`src/rtl/imem_loader.sv`:
```
// Byte-stream program loader: packs LE bytes into 32-bit words and writes them to instruction memory.
// Latency: write strobe one cycle after the 4th byte of a word; LoadDone one cycle after the checksum byte.
// Backpressure: RxReady is combinational, high in the receive states unless Restart; one byte per cycle.
module imem_loader #(
    parameter logic [31:0] BASE_ADDR = 32'h0000_0000,
    parameter int unsigned MAX_WORDS = 1048576,
    parameter int          CNT_W     = 21
) (
    input  logic             clk,
    input  logic             rst_n,
    input  logic [7:0]       RxData,
    input  logic             RxValid,
    output logic             RxReady,
    input  logic             Restart,
    output logic             MemWriteEnable,
    output logic [31:0]      MemAddress,
    output logic [31:0]      MemWriteData,
    output logic [CNT_W-1:0] WordsLoaded,
    output logic             LoadDone,
    output logic             LoadError,
    output logic             CpuHold
);

    typedef enum logic [2:0] {
        RECV_LEN,
        RECV_DATA,
        RECV_CSUM,
        DONE,
        ERROR
    } state_t;

    state_t            state;
    state_t            state_nxt;
    logic [1:0]        byte_idx;
    logic [23:0]       len_buf;
    logic [23:0]       word_buf;
    logic [7:0]        csum;
    logic [CNT_W-1:0]  word_idx;
    logic [CNT_W-1:0]  word_idx_inc;
    logic [CNT_W-1:0]  num_words;
    logic [31:0]       n_full;
    logic              take;
    logic              last_byte;
    logic              n_too_big;

    assign RxReady      = ((state == RECV_LEN) || (state == RECV_DATA) || (state == RECV_CSUM)) && !Restart;
    assign take         = RxValid && RxReady;
    assign last_byte    = (byte_idx == 2'd3);
    assign n_full       = {RxData, len_buf};
    assign n_too_big    = (n_full > MAX_WORDS);
    assign word_idx_inc = word_idx + CNT_W'(1);

    // State register
    always_ff @(posedge clk) begin
        if (!rst_n) begin
            state <= RECV_LEN;
        end else begin
            state <= state_nxt;
        end
    end

    // Next-state decode; Restart has priority over any accepted byte
    always_comb begin
        state_nxt = state;
        if (Restart) begin
            state_nxt = RECV_LEN;
        end else if (take) begin
            case (state)
                RECV_LEN: begin
                    if (last_byte) begin
                        if (n_too_big)
                            state_nxt = ERROR;
                        else if (n_full == 32'd0)
                            state_nxt = RECV_CSUM;
                        else
                            state_nxt = RECV_DATA;
                    end
                end
                RECV_DATA: begin
                    if (last_byte && (word_idx_inc == num_words))
                        state_nxt = RECV_CSUM;
                end
                RECV_CSUM: begin
                    state_nxt = (RxData == csum) ? DONE : ERROR;
                end
                default: state_nxt = state;
            endcase
        end
    end

    // Byte packing, checksum, memory write port and status flags
    always_ff @(posedge clk) begin
        if (!rst_n) begin
            byte_idx       <= 2'd0;
            len_buf        <= 24'd0;
            word_buf       <= 24'd0;
            csum           <= 8'd0;
            word_idx       <= '0;
            num_words      <= '0;
            MemWriteEnable <= 1'b0;
            MemAddress     <= BASE_ADDR;
            MemWriteData   <= 32'd0;
            WordsLoaded    <= '0;
            LoadDone       <= 1'b0;
            LoadError      <= 1'b0;
            CpuHold        <= 1'b1;
        end else if (Restart) begin
            // Already-written words stay in memory; any partial word is dropped
            byte_idx       <= 2'd0;
            csum           <= 8'd0;
            word_idx       <= '0;
            WordsLoaded    <= '0;
            MemWriteEnable <= 1'b0;
            LoadDone       <= 1'b0;
            LoadError      <= 1'b0;
            CpuHold        <= 1'b1;
        end else begin
            MemWriteEnable <= 1'b0;
            if (take) begin
                case (state)
                    RECV_LEN: begin
                        byte_idx <= byte_idx + 2'd1;
                        case (byte_idx)
                            2'd0:    len_buf[7:0]   <= RxData;
                            2'd1:    len_buf[15:8]  <= RxData;
                            2'd2:    len_buf[23:16] <= RxData;
                            default: begin
                                num_words <= n_full[CNT_W-1:0];
                                if (n_too_big)
                                    LoadError <= 1'b1;
                            end
                        endcase
                    end
                    RECV_DATA: begin
                        byte_idx <= byte_idx + 2'd1;
                        csum     <= csum ^ RxData;
                        case (byte_idx)
                            2'd0:    word_buf[7:0]   <= RxData;
                            2'd1:    word_buf[15:8]  <= RxData;
                            2'd2:    word_buf[23:16] <= RxData;
                            default: begin
                                MemWriteEnable <= 1'b1;
                                MemAddress     <= BASE_ADDR + (32'(word_idx) << 2);
                                MemWriteData   <= {RxData, word_buf};
                                WordsLoaded    <= word_idx_inc;
                                word_idx       <= word_idx_inc;
                            end
                        endcase
                    end
                    RECV_CSUM: begin
                        if (RxData == csum) begin
                            LoadDone <= 1'b1;
                            CpuHold  <= 1'b0;
                        end else begin
                            LoadError <= 1'b1;
                        end
                    end
                    default: ;
                endcase
            end
        end
    end

endmodule

```
`config.mk`:
```
export PLATFORM = sky130hd
export DESIGN_NAME = imem_loader
export DESIGN_NICKNAME = d
export VERILOG_FILES = /design/src/rtl/imem_loader.sv
export SDC_FILE = /design/constraint.sdc
export NUM_CORES = 1
export LEC_CHECK = 0
export ABC_AREA = 1
export CAP_MARGIN = 25
export CORE_ASPECT_RATIO = 0.9
export CORE_MARGIN = 4
export CORE_UTILIZATION = 54
export DETAILED_ROUTE_END_ITERATION = 12
export MAX_ROUTING_LAYER = met4
export PLACE_DENSITY_LB_ADDON = 0.2
export SYNTH_ARGS = -nofsm -noshare
export SYNTH_HDL_FRONTEND = slang
export SYNTH_SLANG_ARGS = --single-unit
```
`constraint.sdc`:
```
create_clock -name clk -period 2.4 [get_ports clk]
set_input_delay 0.48 -clock clk [delete_from_list [all_inputs] [get_ports clk]]
set_output_delay 0.48 -clock clk [all_outputs]
set_load 0.02 [all_outputs]
```
== Word-level counts from Yosys, hierarchy flattened ==
Cells that the tools add are included.

* Add/sub/neg operators: 2
* $lt $le $gt $ge: 1
* Equal/unequal tests: 12
* Muxes and demuxes: 11
* Bitwise gates (word level): 6
* Reduce and logical (&&, ||, !) cells: 29

{| class="wikitable"
|+ Operators with widths
! kind !! count
|-
| $reduce_and 4->1 || 9
|-
| $gt 32x21->1 const B || 1
|-
| $logic_not 32->1 || 1
|-
| $add 21x1->21 const B || 1
|-
| $eq 21x21->1 || 1
|-
| $mux 3 || 4
|-
| $pmux 3 s3 || 1
|-
| $eq 8x8->1 || 1
|-
| $ne 2x2->1 const B || 4
|-
| $xor 8x8->8 || 1
|-
| $reduce_and 3->1 || 2
|-
| $not 1->1 || 5
|-
| $reduce_and 5->1 || 1
|-
| $eq 2x2->1 const B || 2
|-
| $mux 1 || 4
|-
| $reduce_and 2->1 || 2
|-
| $reduce_or 2->1 || 2
|-
| $reduce_or 4->1 || 1
|-
| $eq 3x1->1 const B || 1
|-
| $eq 3x2->1 const B || 1
|-
| $logic_and 1x1->1 || 3
|-
| $logic_not 3->1 || 1
|-
| $reduce_bool 3->1 || 1
|-
| $reduce_or 3->1 || 1
|-
| other kinds (9) || 10
|}

* Bits in registers: 160
* Input bits: 12
* Output and inout port bits: 90

== Logic depth before layout (Yosys ltp) ==
Gate-level depths: netlist of the first run.

* Depth in word-level cells: 7
* Gate-level depth with buffers: 18

== Least setup slack after synthesis of the first run ==
OpenSTA, ideal clock, no wires.

* Path kind: register to register
* From: reg word_idx[0]
* To: reg state[1]
* Setup time: 115 ps
* Arrival: 2,066 ps
* Data required time: 2,285 ps
* Slack: 219 ps
* Cell stages (with the launch flop): 19
* Buffers on the path: 0
* Path through: dfxtp_1 > ha_1 > nand2_1 > nor2_1 > nand2_1 > inv_1 > nand2_1 > nand2_1 > nand2_1 > nand2_1 > nand2_1 > nor2_1 > nand2_1 > nor2_1 > nand3_1 > nand2_1 > nand3_1 > nand2_1 > nor2_1

* Cells in the longest elaborated chain, start to end: 5

{| class="wikitable"
|+ Ends and longest elaborated chain
! item !! RTL line !! RTL
|-
| start, declared || 38 || <nowiki>logic [CNT_W-1:0] word_idx;</nowiki>
|-
| start signal, assigned || 146 || <nowiki>word_idx <= word_idx_inc;</nowiki>
|-
| $add 21x1->21 || 51 || <nowiki>assign word_idx_inc = word_idx + CNT_W'(1);</nowiki>
|-
| $eq 21x21->1 || 80 || <nowiki>if (last_byte && (word_idx_inc == num_words))</nowiki>
|-
| $logic_and 1x1->1 || 80 ||
|-
| $ne 2x1->1 (no line) || -- ||
|-
| $reduce_and 4->1 (no line) || -- ||
|-
| end signal, assigned || 58 || <nowiki>state <= state_nxt;</nowiki>
|-
| end, declared || 32 || <nowiki>state_t state;</nowiki>
|}

No other way between the ends.
A chain may end at the register's enable or synchronous reset.

== Final worst setup path of the first run ==
* From: reg state[2]
* To: out RxReady

* Cells in the longest elaborated chain, start to end: 4
* Elaborated cells between the ends (all ways): 6
* Those cells by class: 2 x eq/ne; 4 x reduce/logical

{| class="wikitable"
|+ Ends and longest elaborated chain
! item !! RTL line !! RTL
|-
| $eq 3x1->1 / $logic_not 3->1 (equally long branches) || 46 || <nowiki>assign RxReady = ((state == RECV_LEN) || (state == RECV_DATA) || (state == RECV_CSUM)) && !Restart;</nowiki>
|-
| $logic_or 1x1->1 || 46 ||
|-
| $logic_or 1x1->1 * || 46 ||
|-
| $logic_and 1x1->1 * || 46 ||
|-
| end, declared || 13 || <nowiki>output logic RxReady,</nowiki>
|}

Every way passes the cells marked *; elsewhere a longest branch is shown, timed or not.

==> results list, run 1 <==
- Status: complete, no violations
- CP most frequent cell: sky130_fd_sc_hd__inv_2
- Counting buffers and inverters, the worst setup path is 6 cells deep.
- FF+latch count, synth: 160
- Entering global routing, the biggest net connects 123 pins.
- TritonCTS built the clock tree.
* Layout Cell Area excl Fill: 0.00874 mm^2
* Total design power: 5.81 mW
- Compound-gate portion of the synthesized area: 16.5%
- Storage cell area: 0.00320 mm^2
* Post-layout util: 71.2%
* Sequence of cells on the critical path: nor2_1 -> inv_2 -> nor2_2 -> inv_2 -> a31oi_4 -> dlygate4sd2_1
* Cell types occupying the most area after synthesis: sky130_fd_sc_hd__dfxtp_1, sky130_fd_sc_hd__nor2_1, sky130_fd_sc_hd__o21ai_0
- In this run the post-CTS setup repair buffer count came out at 0.
- Number of distinct standard cells referenced by the synthesized netlist: 33
- Area of the die: 0.0147 mm^2
* Mean instance size in the synthesized netlist: 7.17 um^2
* Detailed placement HPWL: 11,800 um
- At the worst endpoint, the arrival time is 1.73 ns.
- The floorplan has 38 rows.
- CTS Sinks: 160
- Core region area: 0.0123 mm^2
- Buffer type at the clock tree root: sky130_fd_sc_hd__clkbuf_16
- The synthesized netlist devotes 0.905% of its cell area to adder and majority cells.
- The internal portion of the total power is 4.53 mW.
* Total placed instance area: 0.00809 mm^2
* Final setup fails: 0
- Detail-routed net length per standard cell: 14.3 um
* Sequential fraction of the synthesis area: 46.4%
- In the final layout, the share of cells above drive strength 1 is 8.84%.
- Setup repair after global routing left no endpoint under its margin.
- The worst register-to-register path begins at word_idx[0].
- By area, the combinational part of the netlist is dominated by simple AND/OR/NAND/NOR gates.
* Overflow after GRT: 0
- From left edge to right edge, the die measures 127 um.
- First element of the critical path: state[2]
- Rel. slew slack: 63.3%
* Cts bufs inserted: 17
- The congestion estimate from routability-driven global placement came to 0.856.
* Ratio of total power to cell area: 665 mW/mm^2
* Switching pwr: 1.28 mW
- The synthesized netlist devotes 2.77% of its cell area to XOR and XNOR gates.
- Per report_power, the sequential group accounts for 46.2% of the total.
- STA classifies the critical path startpoint as a register.
* Number of ports placed on the die boundary: 102
- Tmin final: 2.21 ns
- For the pin with the worst max-slew slack, the measured transition is 0.545 ns.
- Logic gate share of total power: 3.6%
- Summed over all instances, the cell type with the most area after synthesis is sky130_fd_sc_hd__dfxtp_1.
- Commonest cells in the netlist: sky130_fd_sc_hd__nor2_1, sky130_fd_sc_hd__dfxtp_1, sky130_fd_sc_hd__o21ai_0
- Total via count in the routed design: 6,441
- First-iteration detailed-routing DRC count: 427
- Net switching is 22.0% of the power.
- Max-capacitance violation count: 0
* Number of I/O port buffers: 90
* Dpl ws: 0.0332 ns
- Number of global-route vias before repair: 6,028
* Synthesis-to-finish area growth: 26.5%
- First-pass GRT wire length: 29,300 um
- # nets final: 1,080
* Antenna violations before repair: 0
* Antenna fix cells: 0
* Multi-input logic area: 0.00321 mm^2
- Buffers and inverters on the worst path: 3
- After routing, the total negative slack on setup checks comes to 0 ns.
- Register clock-pin slew on the reported worst setup and hold paths: 0.06 ns
* Number of instances in the synthesized netlist: 963
* Worst Path Max Fanout: 5
- Once detail routing completed, the nets flagged for antenna violations numbered 0.
- On the critical path, the stage with the largest delay is an instance of sky130_fd_sc_hd__dlygate4sd2_1.
* Overall Global Routing Usage: 25.5%
- Critical path class: register to output pin
- DRC errors left: 0
- The worst register-to-register path ends at state[1].
- Proportion of synthesized flip-flops having asynchronous set or reset: 0%
* Count leader, synth: sky130_fd_sc_hd__nor2_1
- Proportion of synthesized area in mux cells: 0%
* Pins over their slew limit: 0
- Largest delay contributor family on the critical path: buffers and inverters
- In this run, post-CTS repair resized a total of 2 instances.
- IR analysis of the VDD net gives a maximum drop of 561 uV.
- The clock passes through at most 2 buffers.
- CTS built an H-tree with a depth of 4.
- Counting cells, the worst reg-to-reg path comes to 19.
- Setup slack on the worst reg-to-reg path comes out at 0.21 ns.
- Fillcell total: 1,009
- For the worst setup path, the data required time is 1.92 ns.
- Once routing completed, OpenROAD measured the worst setup slack at 0.188 ns.
- Summed over its instances, the top area cell type makes up 46.4% of the synthesized netlist area.
* Flip-flop cell with the highest count after synthesis: sky130_fd_sc_hd__dfxtp_1
- After layout, the worst path uses 92.2% of the clock period.
- The hold violation count in the final report is 0.
- For this run, the slowest stage of the critical path takes 0.36 ns.
* Effective utilization at floorplan: 56.3%
- Detailed-router iteration count before antenna repair: 5
* Yosys warns: 0
* Layout Skew: 0.0111 ns
- The cell area that synthesis handed to floorplanning was 0.00691 mm^2.
- Nature of the critical path endpoint: output pin
- Clock latency on the worst-skew pair, taken at its later pin, is 0.42 ns.
- Static leakage: 3.73 nW
- Measured along the y axis, the die boundary spans 115 um.
- Capture point of the worst path: RxReady
- Buffers inserted to repair hold after CTS numbered 0.
- Counting instances, the worst hold path has a depth of 2.
- Count of flip-flops with a built-in enable after synthesis: 0
- Per report_power, the clock group accounts for 50.3% of the total.
* F_max: 452 MHz
* HP Class: register to register
- After detailed routing, the number of vias per cell comes to 5.22.
- Total Wirelength: 17,600 um
* Simple-gate share of the synthesized area: 25.6%
[tightest hold or removal path: cells and delay by family, from the launching register on]
family                 cells  cell delay, ns
buffers and inverters      1            0.04
AOI/OAI and AO/OA          1            0.05
DFF                        1            0.31
[stage by stage]
step | instances | hold slack, ns
global placement | 1204 | 0.433
detailed placement | 1204 | 0.438
CTS | 1235 | 0.449
floorplan | 973 | 0.444
global route | 1235 | 0.491
finish | 1235 | 0.448
[metal layers]
layer / global-route usage, % / up-vias / share of wire, % / wire length (um)
li1: - / 3288 / - / -
met1: 32.8 / 2888 / 46 / 8120
met2: 39.4 / 232 / 46 / 8170
met3: 5.29 / 33 / 5.5 / 965
met4: 10.1 / 0 / 2.0 / 357
met5: - / - / 0 / 0
[layout make-up]
cell class	count	area share, %
inverter	73	3.14
tap	160	2.29
clock inverter	13	2.31
clock buffer	18	5.03
multi-input combinational	684	36.7
sequential	160	36.7
timing repair buffer	127	13.8
[power groups by stage]
| stage | clock network, mW | logic (mW) | registers (mW) |
|---|---|---|---|
| after global routing | 3.08 | 0.228 | 2.68 |
| after global placement | 0 | 0.203 | 2.74 |
| after detailed placement | 0 | 0.205 | 2.74 |
| final | 2.92 | 0.208 | 2.68 |
| after floorplan | 0 | 0.137 | 2.74 |
| after CTS | 2.95 | 0.206 | 2.68 |
[state kept, by name, indices dropped and copies added, names as in the netlist]
register        count
CpuHold             1
LoadDone            1
LoadError           1
MemAddress         21
MemWriteData       32
MemWriteEnable      1
byte_idx            2
csum                8
len_buf            24
num_words          21
state               3
word_buf           24
word_idx           21
[logic make-up after synthesis]
kind of cell / count (synthesis)
simple gates: 430
compound gates: 221
flops: 160
buf+inv: 129
xor+xnor: 17
fa+ha+maj: 5
other cells: 1
[worst min path at each step]
stage                       from            to
detailed placement       CpuHold       CpuHold
global route            LoadDone      LoadDone
CTS                    LoadError     LoadError
finish                 LoadError     LoadError
global placement         CpuHold       CpuHold
floorplan           num_words[1]  num_words[1]
[placed cells by master, fill, tap and decap left out, drive strengths merged, types with 5 or more instances in the layout]
master         synthesis  layout
o21ai                157     157
clkdlybuf4s50          0      88
nand2                112     112
buf                   19      38
clkbuf                37      18
xnor2                  5       5
inv                   73      78
nor4                   5       5
nand4                  5       5
ha                     5       5
nor3                   8       8
nand3                 37      37
dfxtp                160     160
a21oi                 58      58
xor2                   9       9
conb                   1      11
nor2                 258     258
Power figures use the tool's default switching activity.
==> inputs of run 2 (changes only) <==
--- a/config.mk
+++ b/config.mk
@@ -12,7 +12,7 @@
 export CORE_UTILIZATION = 54
 export DETAILED_ROUTE_END_ITERATION = 12
 export MAX_ROUTING_LAYER = met4
-export PLACE_DENSITY_LB_ADDON = 0.2
+export PLACE_DENSITY = 0.87
 export SYNTH_ARGS = -nofsm -noshare
 export SYNTH_HDL_FRONTEND = slang
 export SYNTH_SLANG_ARGS = --single-unit
==> run 2 against run 1 <==
Effect of this change:
- largest cell class unchanged
- sequential power about the same
- die area unchanged
- sequential share of layout area increased by 0.19 points
- non-clock buffer count increased by 7
- first-iteration DRC count increased by 63%
- cell count increased by 0.57%
- clock power decreased by 16%
- clock-buffer cell count decreased by 1
==> results list, run 2 (synthesized netlist as in run 1, its figures left out) <==
* Status: complete, no violations (unchanged)
- The area enclosed by the die boundary is 0.0147 mm^2 (unchanged).
* Largest reg by FF count: MemWriteData (unchanged)
* Cts bufs inserted: 17 (unchanged)
- The overall power consumption came to 5.35 mW (was 5.81 mW).
- Clock Tree Buf Depth: 2 (unchanged)
- Core region area: 0.0123 mm^2 (unchanged)
* Overall Global Routing Usage: 26.1% (was 25.5%)
* Hold violation count in the final report: 0 (unchanged)
* Leading cell types in the layout, fill and taps excluded: sky130_fd_sc_hd__nor2_1, sky130_fd_sc_hd__dfxtp_1, sky130_fd_sc_hd__o21ai_0, sky130_fd_sc_hd__nand2_1, sky130_fd_sc_hd__clkdlybuf4s50_1 (unchanged)
- The hold slack came to 0.444 ns (was 0.448 ns).
- Layout Skew: 0.00744 ns (was 0.0111 ns)
* Die width: 127 um (unchanged)
- Max-capacitance violation count: 0 (unchanged)
* H-tree lvl count: 4 (unchanged)
- The routed wire length on met2 was 8730 um (was 8170 um).
* Detailed-router iteration count before antenna repair: 6 (was 5)
- Register clock-pin slew on the reported worst setup and hold paths: 0.06 ns (about the same)
* Number of ports placed on the die boundary: 102 (unchanged)
* Layout cell share with drive strength beyond 1: 9.89% (was 8.84%)
- The detail-routed via count per cell was 5.42 (was 5.22).
- Fillcell total: 956 (was 1,009)
- Static leakage: 3.70 nW (was 3.73 nW)
- The required time of the critical path is 1.92 ns (about the same).
* Dpl ws: 0.113 ns (was 0.0332 ns)
* Critical path class: register to output pin (unchanged)
* Nature of the critical path endpoint: output pin (unchanged)
- # nets final: 1,087 (was 1,080)
- The detailed-route wire length on metal 1 was 7890 um (was 8120 um).
* Clock latency at the later pin of the worst-skew pair: 0.42 ns (about the same)
- Num rows: 38 (unchanged)
* Total placed instance area: 0.00813 mm^2 (was 0.00809 mm^2)
- Effective utilization at floorplan: 56.3% (unchanged)
- Antenna violations before repair: 0 (unchanged)
- Worst min-delay path startpoint: CpuHold (was LoadError)
- The total half-perimeter wirelength after legalization and detailed placement was 12,400 um (was 11,800 um).
* Tmin final: 2.20 ns (was 2.21 ns)
- The relative area change from synthesis to final layout is 25.9% (was 26.5%).
* Detail-routed net length per standard cell: 14.8 um (was 14.3 um)
* Post-detailed-route count of antenna-violating nets: 0 (unchanged)
- TritonCTS clock tree: yes (unchanged)
* Die boundary height: 115 um (unchanged)
- Largest net degree at the start of global routing: 94 (was 123)
* Pins over their slew limit: 0 (unchanged)
- HP Class: register to register (unchanged)
- R2R Path Start: word_idx[4] (was word_idx[0])
- The relative max-transition margin was 63.7% (was 63.3%).
* Ratio of total power to cell area: 615 mW/mm^2 (was 665 mW/mm^2)
- First-pass GRT wire length: 30,300 um (was 29,300 um)
- Total via count in the routed design: 6,735 (was 6,441)
* Number of I/O port buffers: 90 (unchanged)
* Final period util: 91.7% (was 92.2%)
* Count of placed standard cells in the final layout, fillers left out: 1,242 (was 1,235)
- First element of the critical path: state[2] (unchanged)
- Largest registers: MemWriteData: 32 flops, len_buf: 24 flops, word_buf: 24 flops (unchanged).
- Most frequent standard cell in the layout excluding fill and tap cells: sky130_fd_sc_hd__nor2_1 (unchanged)
* Slew at the pin closest to its max-slew limit: 0.538 ns (was 0.545 ns)
* DRC errors left: 0 (unchanged)
- The maximum net fanout on the critical path is 5 (unchanged).
- The final routed wirelength across all metal layers came to 18,400 um (was 17,600 um).
- Number of global-route vias before repair: 6,306 (was 6,028)
- The utilization after layout is 70.9% (was 71.2%).
- Routability cong.: 0.946 (was 0.856)
- Count of hold buffers inserted by post-cts repair: 0 (unchanged)
* Worst IR drop on VDD: 466 uV (was 561 uV)
* Flip-flop count of the largest register, all copies and words added: 32 (unchanged)
- Top Layer Used: met4 (unchanged)
* CTS Sinks: 160 (unchanged)
* F_max: 454 MHz (was 452 MHz)
* Buffer type at the clock tree root: sky130_fd_sc_hd__clkbuf_16 (unchanged)
- Final setup fails: 0 (unchanged)
* Layout Cell Area excl Fill: 0.00870 mm^2 (was 0.00874 mm^2)
- Post-Place Cells: 1,210 (was 1,204)
- Wire length on met3: 1220 um (was 965 um)
* Crit path DAT: 1.72 ns (was 1.73 ns)
- Antenna fix cells: 0 (unchanged)
- The smallest setup slack after layout is 0.199 ns (was 0.188 ns).
- The critical path startpoint category was a register (unchanged).
* Overflow after GRT: 0 (unchanged)
* First-iteration detailed-routing DRC count: 695 (was 427)
- TNS Setup: 0 ns (unchanged)
run 2: final cells by class:
type	count	area, um^2	area share [%]
clock buffers	17	425	4.89
inverters	73	274	3.15
multi-input cells	684	3220	37.1
flip-flops and latches	160	3210	36.8
well taps	160	200	2.30
repair buffers	134	1260	14.5
clock inverters	14	108	1.24
run 2: power by group:
part | internal (mW) | leakage [nW] | switching, mW | total, mW
logic | 0.0696 | 2.16 | 0.139 | 0.208
clock network | 1.33 | 0.245 | 1.13 | 2.46
registers | 2.67 | 1.29 | 0.0121 | 2.68
total | 4.07 | 3.70 | 1.28 | 5.35
run 2: worst max-delay path, cell delays in order, from the launching register on:
cell	delay, ns
sky130_fd_sc_hd__dfxtp_1	0.33
sky130_fd_sc_hd__nor2_1	0.13
sky130_fd_sc_hd__inv_2	0.08
sky130_fd_sc_hd__nor2_2	0.14
sky130_fd_sc_hd__inv_2	0.11
sky130_fd_sc_hd__a31oi_4	0.15
sky130_fd_sc_hd__dlygate4sd2_1	0.35
run 2: layer usage:
metal | track usage [%] | vias to the layer above
li1 | - | 3302
met1 | 32.7 | 3072
met2 | 42.5 | 303
met3 | 4.37 | 58
met4 | 10.3 | 0
met5 | - | -
run 2: timing repair:
action | 4_1_cts | 5_1_grt
buffers inserted | 0 | 1
setup endpoints to repair | 1 | 2
resized for setup | 1 | 11
pin swaps | 0 | 1
endpoints found under the hold margin | 0 | 0
run 2: worst paths after layout:
| path | endpoint | slack [ns] | cells past startpoint |
|---|---|---|---|
| max | RxReady | 0.20 | 6 |
| min | CpuHold | 0.44 | 2 |
| max reg2reg | state[1] | 0.23 | 15 |
| min reg2reg | CpuHold | 0.44 | 2 |
